$ cat config.mk
export PLATFORM = sky130hd
export DESIGN_NAME = logic_pipe_flat
export DESIGN_NICKNAME = d
export VERILOG_FILES = /design/src/rtl/logic_pipe_pkg.sv /design/src/rtl/logic_pipe_if.sv /design/src/rtl/logic_pipe_stage.sv /design/src/rtl/logic_pipe.sv /design/src/flat_wrapper.sv
export SDC_FILE = /design/constraint.sdc
export NUM_CORES = 1
export LEC_CHECK = 0
export ABC_AREA = 1
export CAP_MARGIN = 40
export CORE_MARGIN = 2
export CORE_UTILIZATION = 45
export CTS_CLUSTER_DIAMETER = 120
export DETAILED_ROUTE_END_ITERATION = 7
export PLACE_DENSITY = 0.73
export SYNTH_ARGS = -nofsm -noshare
export SYNTH_HDL_FRONTEND = slang
export SYNTH_HIERARCHICAL = 1
export SYNTH_SLANG_ARGS = --single-unit
$ cat constraint.sdc
create_clock -name clk -period 2.84 [get_ports clk]
set_clock_uncertainty 0.1 [all_clocks]
set_input_delay 0.568 -clock clk [delete_from_list [all_inputs] [get_ports clk]]
set_output_delay 0.568 -clock clk [all_outputs]
set_load 0.01 [all_outputs]
$ cat src/rtl/logic_pipe_pkg.sv
// ============================================================================
// logic_pipe_pkg : op encodings and the per-stage bitwise function
// Rev 1.0
// ============================================================================
`default_nettype none

package logic_pipe_pkg;

  typedef enum logic [1:0] {
    OP_PASS = 2'd0,
    OP_INV  = 2'd1,
    OP_NAND = 2'd2,
    OP_NOR  = 2'd3
  } op_e;

  // Widest word the shared function handles; callers zero-extend and truncate.
  localparam int c_MAX_W = 64;

  function automatic logic [c_MAX_W-1:0] stage_f(op_e op, logic [c_MAX_W-1:0] x, int width);
    logic [c_MAX_W-1:0] w_mask;
    logic [c_MAX_W-1:0] w_x;
    logic [c_MAX_W-1:0] w_r;
    w_mask = (width >= c_MAX_W) ? '1 : ((c_MAX_W'(1) << width) - c_MAX_W'(1));
    w_x    = x & w_mask;
    w_r    = ((w_x << 1) | (w_x >> (width - 1))) & w_mask;
    stage_f = w_x;
    case (op)
      OP_INV:  stage_f = ~w_x & w_mask;
      OP_NAND: stage_f = ~(w_x & w_r) & w_mask;
      OP_NOR:  stage_f = ~(w_x | w_r) & w_mask;
      default: stage_f = w_x;
    endcase
  endfunction

endpackage

`default_nettype wire

$ cat src/rtl/logic_pipe_if.sv
// ============================================================================
// logic_pipe_if : valid/ready input and output channels of logic_pipe
// Rev 1.0
// ============================================================================
`default_nettype none

interface logic_pipe_if
  import logic_pipe_pkg::*;
#(
  parameter int WIDTH = 8
);
  logic             in_valid;
  logic             in_ready;
  logic [WIDTH-1:0] in_data;
  op_e              in_op;
  logic             out_valid;
  logic             out_ready;
  logic [WIDTH-1:0] out_data;
  op_e              out_op;

  modport slave (
    input  in_valid, in_data, in_op, out_ready,
    output in_ready, out_valid, out_data, out_op
  );

  modport master (
    output in_valid, in_data, in_op, out_ready,
    input  in_ready, out_valid, out_data, out_op
  );
endinterface

`default_nettype wire

$ cat src/rtl/logic_pipe_stage.sv
// ============================================================================
// logic_pipe_stage : one elastic valid/data/op register applying stage_f
// Rev 1.0
// ============================================================================
`default_nettype none

module logic_pipe_stage
  import logic_pipe_pkg::*;
#(
  parameter int WIDTH = 8
) (
  input  wire logic             clk,
  input  wire logic             rst_n,
  input  wire logic             i_flush,
  input  wire logic             i_up_valid,
  input  wire logic [WIDTH-1:0] i_up_data,
  input  wire op_e              i_up_op,
  input  wire logic             i_dn_ready,
  output logic                  o_valid,
  output logic                  o_ready,
  output logic [WIDTH-1:0]      o_data,
  output op_e                   o_op
);

  logic             r_valid;
  logic [WIDTH-1:0] r_data;
  op_e              r_op;
  logic [WIDTH-1:0] w_f;
  logic             w_load;

  assign o_ready = ~r_valid | i_dn_ready;
  // Flush blocks capture so the data registers keep their old contents.
  assign w_load  = i_up_valid & o_ready & ~i_flush;
  assign w_f     = WIDTH'(stage_f(i_up_op, c_MAX_W'(i_up_data), WIDTH));

  always_ff @(posedge clk or negedge rst_n) begin
    if (!rst_n) begin
      r_valid <= 1'b0;
      r_data  <= '0;
      r_op    <= OP_PASS;
    end else begin
      if (i_flush) begin
        r_valid <= 1'b0;
      end else if (o_ready) begin
        r_valid <= i_up_valid;
      end
      if (w_load) begin
        r_data <= w_f;
        r_op   <= i_up_op;
      end
    end
  end

  assign o_valid = r_valid;
  assign o_data  = r_data;
  assign o_op    = r_op;

endmodule

`default_nettype wire

$ cat src/rtl/logic_pipe.sv
// ============================================================================
// logic_pipe : STAGES-deep elastic pipeline of selectable bitwise stages
// Rev 1.0
// ============================================================================
`default_nettype none

module logic_pipe
  import logic_pipe_pkg::*;
#(
  parameter  int WIDTH  = 8,
  parameter  int STAGES = 2,
  localparam int OCC_W  = $clog2(STAGES + 1)
) (
  input  wire logic        clk,
  input  wire logic        rst_n,
  input  wire logic        flush,
  logic_pipe_if.slave      bus,
  output logic [OCC_W-1:0] occupancy
);

  logic [STAGES-1:0]            w_valid;
  logic [STAGES-1:0]            w_up_valid;
  logic [STAGES:0]              w_ready;
  logic [STAGES-1:0][WIDTH-1:0] w_data;
  logic [STAGES-1:0][WIDTH-1:0] w_up_data;
  op_e  [STAGES-1:0]            w_op;
  op_e  [STAGES-1:0]            w_up_op;
  logic                         w_in_hs;
  logic                         w_out_hs;
  logic [OCC_W-1:0]             r_occ;

  assign w_ready[STAGES] = bus.out_ready;

  generate
    for (genvar s = 0; s < STAGES; s++) begin : g_stage
      if (s == 0) begin : g_head
        assign w_up_valid[s] = bus.in_valid;
        assign w_up_data[s]  = bus.in_data;
        assign w_up_op[s]    = bus.in_op;
      end else begin : g_body
        assign w_up_valid[s] = w_valid[s-1];
        assign w_up_data[s]  = w_data[s-1];
        assign w_up_op[s]    = w_op[s-1];
      end

      logic_pipe_stage #(
        .WIDTH (WIDTH)
      ) u_stage (
        .clk        (clk),
        .rst_n      (rst_n),
        .i_flush    (flush),
        .i_up_valid (w_up_valid[s]),
        .i_up_data  (w_up_data[s]),
        .i_up_op    (w_up_op[s]),
        .i_dn_ready (w_ready[s+1]),
        .o_valid    (w_valid[s]),
        .o_ready    (w_ready[s]),
        .o_data     (w_data[s]),
        .o_op       (w_op[s])
      );
    end
  endgenerate

  assign bus.in_ready  = w_ready[0] & ~flush;
  assign bus.out_valid = w_valid[STAGES-1];
  assign bus.out_data  = w_data[STAGES-1];
  assign bus.out_op    = w_op[STAGES-1];

  // Internal stage-to-stage moves never change the count; only the two ends do.
  assign w_in_hs  = bus.in_valid & bus.in_ready;
  assign w_out_hs = bus.out_valid & bus.out_ready;

  always_ff @(posedge clk or negedge rst_n) begin
    if (!rst_n) begin
      r_occ <= '0;
    end else if (flush) begin
      r_occ <= '0;
    end else begin
      r_occ <= r_occ + OCC_W'(w_in_hs) - OCC_W'(w_out_hs);
    end
  end

  assign occupancy = r_occ;

endmodule

`default_nettype wire

$ cat src/flat_wrapper.sv
// flat-port wrapper written by rule: the top's interface ports become plain ports
module logic_pipe_flat import logic_pipe_pkg::*;
#(
  parameter  int WIDTH  = 8,
  parameter  int STAGES = 2,
  localparam int OCC_W  = $clog2(STAGES + 1)
)
  (clk, rst_n, flush, occupancy, bus_in_valid, bus_in_data, bus_in_op, bus_out_ready, bus_in_ready, bus_out_valid, bus_out_data, bus_out_op);
  logic_pipe_if #(.WIDTH(WIDTH)) bus_i ();
  input  wire logic clk;
  input  wire logic rst_n;
  input  wire logic flush;
  output logic [OCC_W-1:0] occupancy;
  input wire logic [$bits(bus_i.in_valid)-1:0] bus_in_valid;
  input wire logic [$bits(bus_i.in_data)-1:0] bus_in_data;
  input wire logic [$bits(bus_i.in_op)-1:0] bus_in_op;
  input wire logic [$bits(bus_i.out_ready)-1:0] bus_out_ready;
  output wire logic [$bits(bus_i.in_ready)-1:0] bus_in_ready;
  output wire logic [$bits(bus_i.out_valid)-1:0] bus_out_valid;
  output wire logic [$bits(bus_i.out_data)-1:0] bus_out_data;
  output wire logic [$bits(bus_i.out_op)-1:0] bus_out_op;
  assign bus_i.in_valid = bus_in_valid;
  assign bus_i.in_data = bus_in_data;
  assign bus_i.in_op = bus_in_op;
  assign bus_i.out_ready = bus_out_ready;
  assign bus_in_ready = bus_i.in_ready;
  assign bus_out_valid = bus_i.out_valid;
  assign bus_out_data = bus_i.out_data;
  assign bus_out_op = bus_i.out_op;
  logic_pipe #(.WIDTH(WIDTH), .STAGES(STAGES)) u_core (.clk(clk), .rst_n(rst_n), .flush(flush), .bus(bus_i), .occupancy(occupancy));
endmodule
==> impl_metrics.py <==
metrics = {
    "die": {
        "die_width_um": 64.2,
        "core_sq_um": 3420,
        "start_util": 0.478,
        "die-area_sq_um": 4130,
        "row_count": 21,
        "die_height_um": 64.2,
        "ioPinCount": 29,
    },
    "drt": {
        "ant_nets": 0,
        "num_vias": 1433,
        "totalWireLength_um": 2750,
        "drc_errors": 0,
        "drt-initial-drc-count": 47,
        "drtPass1Iterations": 4,
        "vias_per_cell": 4.42,
        "wl_per_cell_um": 8.48,
    },
    "global_routing": {
        "use_met3": 0.00528,
        "grt_pass1_vias": 1090,
        "grt.busiest_layer": "met1",
        "grt_antenna_before_repair": 0,
        "grtUsageMet2": 0.219,
        "grt_use_met1": 0.220,
        "grt_max_degree": 27,
        "grtUsageTotal": 0.145,
        "overflow": 0,
        "grt_pass1_wl_um": 4920,
    },
    "clocking": {
        "cts_buffers": 3,
        "clk_root_buffer_cell": "clkbuf_4",
        "cts_sinks": 24,
        "ctsHoldBuffers": 0,
        "post_cts.repair.setup_buffers": 0,
        "cts-resized-gates": 0,
        "cts_buffer_depth": 2,
        "cts_max_level": 1,
        "cts_tree": "done",
        "clock_latency_ns": 0.29,
        "clk_pin_slew_ns": 0.12,
    },
    "sta": {
        "max_freq_mhz": 433,
        "fin_tns_setup_ns": 0,
        "rsz0062_at_grt": "no",
        "finalCritPeriodShare": 0.814,
        "finalHoldViolCount": 0,
        "finalCriticalPeriod_ns": 2.31,
        "slew_viol_final": 0,
        "worst_pin_slew_ns": 0.793,
        "finalSetupViolCount": 0,
        "slew_headroom": 0.470,
    },
    "yosys": {
        "syn-num-nets": 273,
        "avgSynthCellArea_sq_um": 6.38,
        "synthCells": 256,
        "yosys_warnings": 6,
        "synth_seq_cells": 24,
        "synth_commonest_cells": "126 x nand2_1, 34 x nor2_1, 27 x inv_1, 24 x dfrtp_1, 14 x o21ai_1",
        "yosysMostFrequentCell": "nand2_1",
        "ys_seq_area_frac": 0.368,
        "synth.distinct_cells": 14,
        "synth_top_cell_area_share": 0.368,
        "synth_area_sq_um": 1630,
        "yosysTopAreaCell": "dfrtp_1",
        "synthFlopType": "dfrtp_1",
        "yosys-top-cells-area": "dfrtp_1 37%, nand2_1 29%, nor2_1 7.8%",
        "postSynth.asyncResetShare": 1.00,
        "synth_edf_count": 0,
    },
    "job": {
        "max-cap-violations": 0,
    },
    "placed_design": {
        "place.gp.congestion": 0.754,
        "io_buffer_count": 28,
        "placed_area_sq_um": 1860,
        "place_hpwl_um": 1960,
    },
    "worst_setup_path": {
        "critPathKind": "in -> out",
        "crit_path_max_fanout": 5,
        "arrival_ns": 1.64,
        "critPathLaunchType": "input port",
        "critPathRequiredTime_ns": 2.17,
        "crit_path_end_kind": "primary output",
    },
    "layout": {
        "nets": 297,
        "areaGrowthSynthToFinish_pct": 15.5,
        "postLayoutCellArea_sq_um": 1890,
        "final_core_util": 0.552,
        "drive_above_1_share": 0.0576,
        "diodes": 0,
    },
    "outcome": {
        "outcome": "complete, no violations",
    },
    "min_path": {
        "hp-class": "reg -> reg",
    },
    "pwr": {
        "p_leak_nw": 1.10,
        "power_density_nw_per_um2": 486,
        "ir_drop_mv": 0.173,
    },
}
-- worst max-delay path: stages --
cell and delay [ns]:
clkdlybuf4s50_1 0.47, inv_1 0.05, nand2_2 0.05, inv_1 0.04
nand2_2 0.10, inv_1 0.05, nor2_1 0.12, dlymetal6s2s_1 0.18
-- metrics by stage --
stage / power (mW) / setup slack [ns] / instances / hold slack, ns
floorplan: 0.667 / 0.842 / 256 / 0.172
global placement: 0.779 / 0.175 / 321 / 0.357
detailed placement: 0.786 / 0.143 / 321 / 0.364
CTS: 0.929 / 0.139 / 324 / 0.396
global route: 0.997 / 0.386 / 324 / 0.405
finish: 0.916 / 0.529 / 324 / 0.389
-- final cells by class --
type	count	area (sq um)
fillers	355	1530
well taps	46	57.6
flip-flops and latches	24	601
clock buffers	3	22.5
inverters	27	101
repair buffers	31	305
multi-input cells	193	798
-- logic make-up (layout without fill, tap and decap cells) --
group	after synthesis	after routing	share of synthesized area
and+or+nand+nor	173	173	0.414
buffers and inverters	39	61	0.143
DFF	24	24	0.368
AOI/OAI and AO/OA	18	18	0.0598
adders and majority gates	2	2	0.0153
-- where the power goes --
part	total [mW]	internal, mW	switching [mW]
Combinational	0.304	0.160	0.144
Sequential	0.471	0.404	0.0664
Clock	0.141	0.0493	0.0914
-- registers in the layout (all words and copies together) (netlist names) --
signal and flops:
u_core/occupancy 2, u_core/g_stage.u_stage/o_data 16, u_core/g_stage.u_stage/o_op 4, u_core/g_stage.u_stage/o_valid 2
-- layer usage --
layer	routed length (um)	vias up
met5	0	-
met4	34	0
met3	71	2
met2	1170	25
met1	1480	601
li1	-	805
-- placed cells by master, fill, tap and decap left out, types with 3 or more instances in the layout --
master           count
nor2_1              34
inv_1               27
dfrtp_1             24
o21ai_1             14
buf_4                3
nand2_2              5
nand3_1              5
clkbuf_4             3
nand2_1            126
clkdlybuf4s50_1     27
nor2_2               3
-- worst paths after layout --
path | startpoint | endpoint | slack, ns | cells past startpoint
worst max-delay path | bus_out_ready | bus_in_ready | 0.53 | 8
worst min-delay path | u_core/g_stage[1].u_stage/o_data[0]$_DFFE_PN0P_ | u_core/g_stage[1].u_stage/o_data[0]$_DFFE_PN0P_ | 0.39 | 2
min in group asynchronous | rst_n | u_core/g_stage[1].u_stage/o_valid$_DFFE_PN0P_ | 0.51 | 2
max in group asynchronous | rst_n | u_core/g_stage[0].u_stage/o_data[1]$_DFFE_PN0P_ | 1.90 | 2
worst max register to register | u_core/g_stage[1].u_stage/o_valid$_DFFE_PN0P_ | u_core/occupancy[1]$_DFF_PN0_ | 1.06 | 13
worst min register to register | u_core/g_stage[1].u_stage/o_data[0]$_DFFE_PN0P_ | u_core/g_stage[1].u_stage/o_data[0]$_DFFE_PN0P_ | 0.39 | 2
No activity file was read; power rests on OpenSTA's default activity.
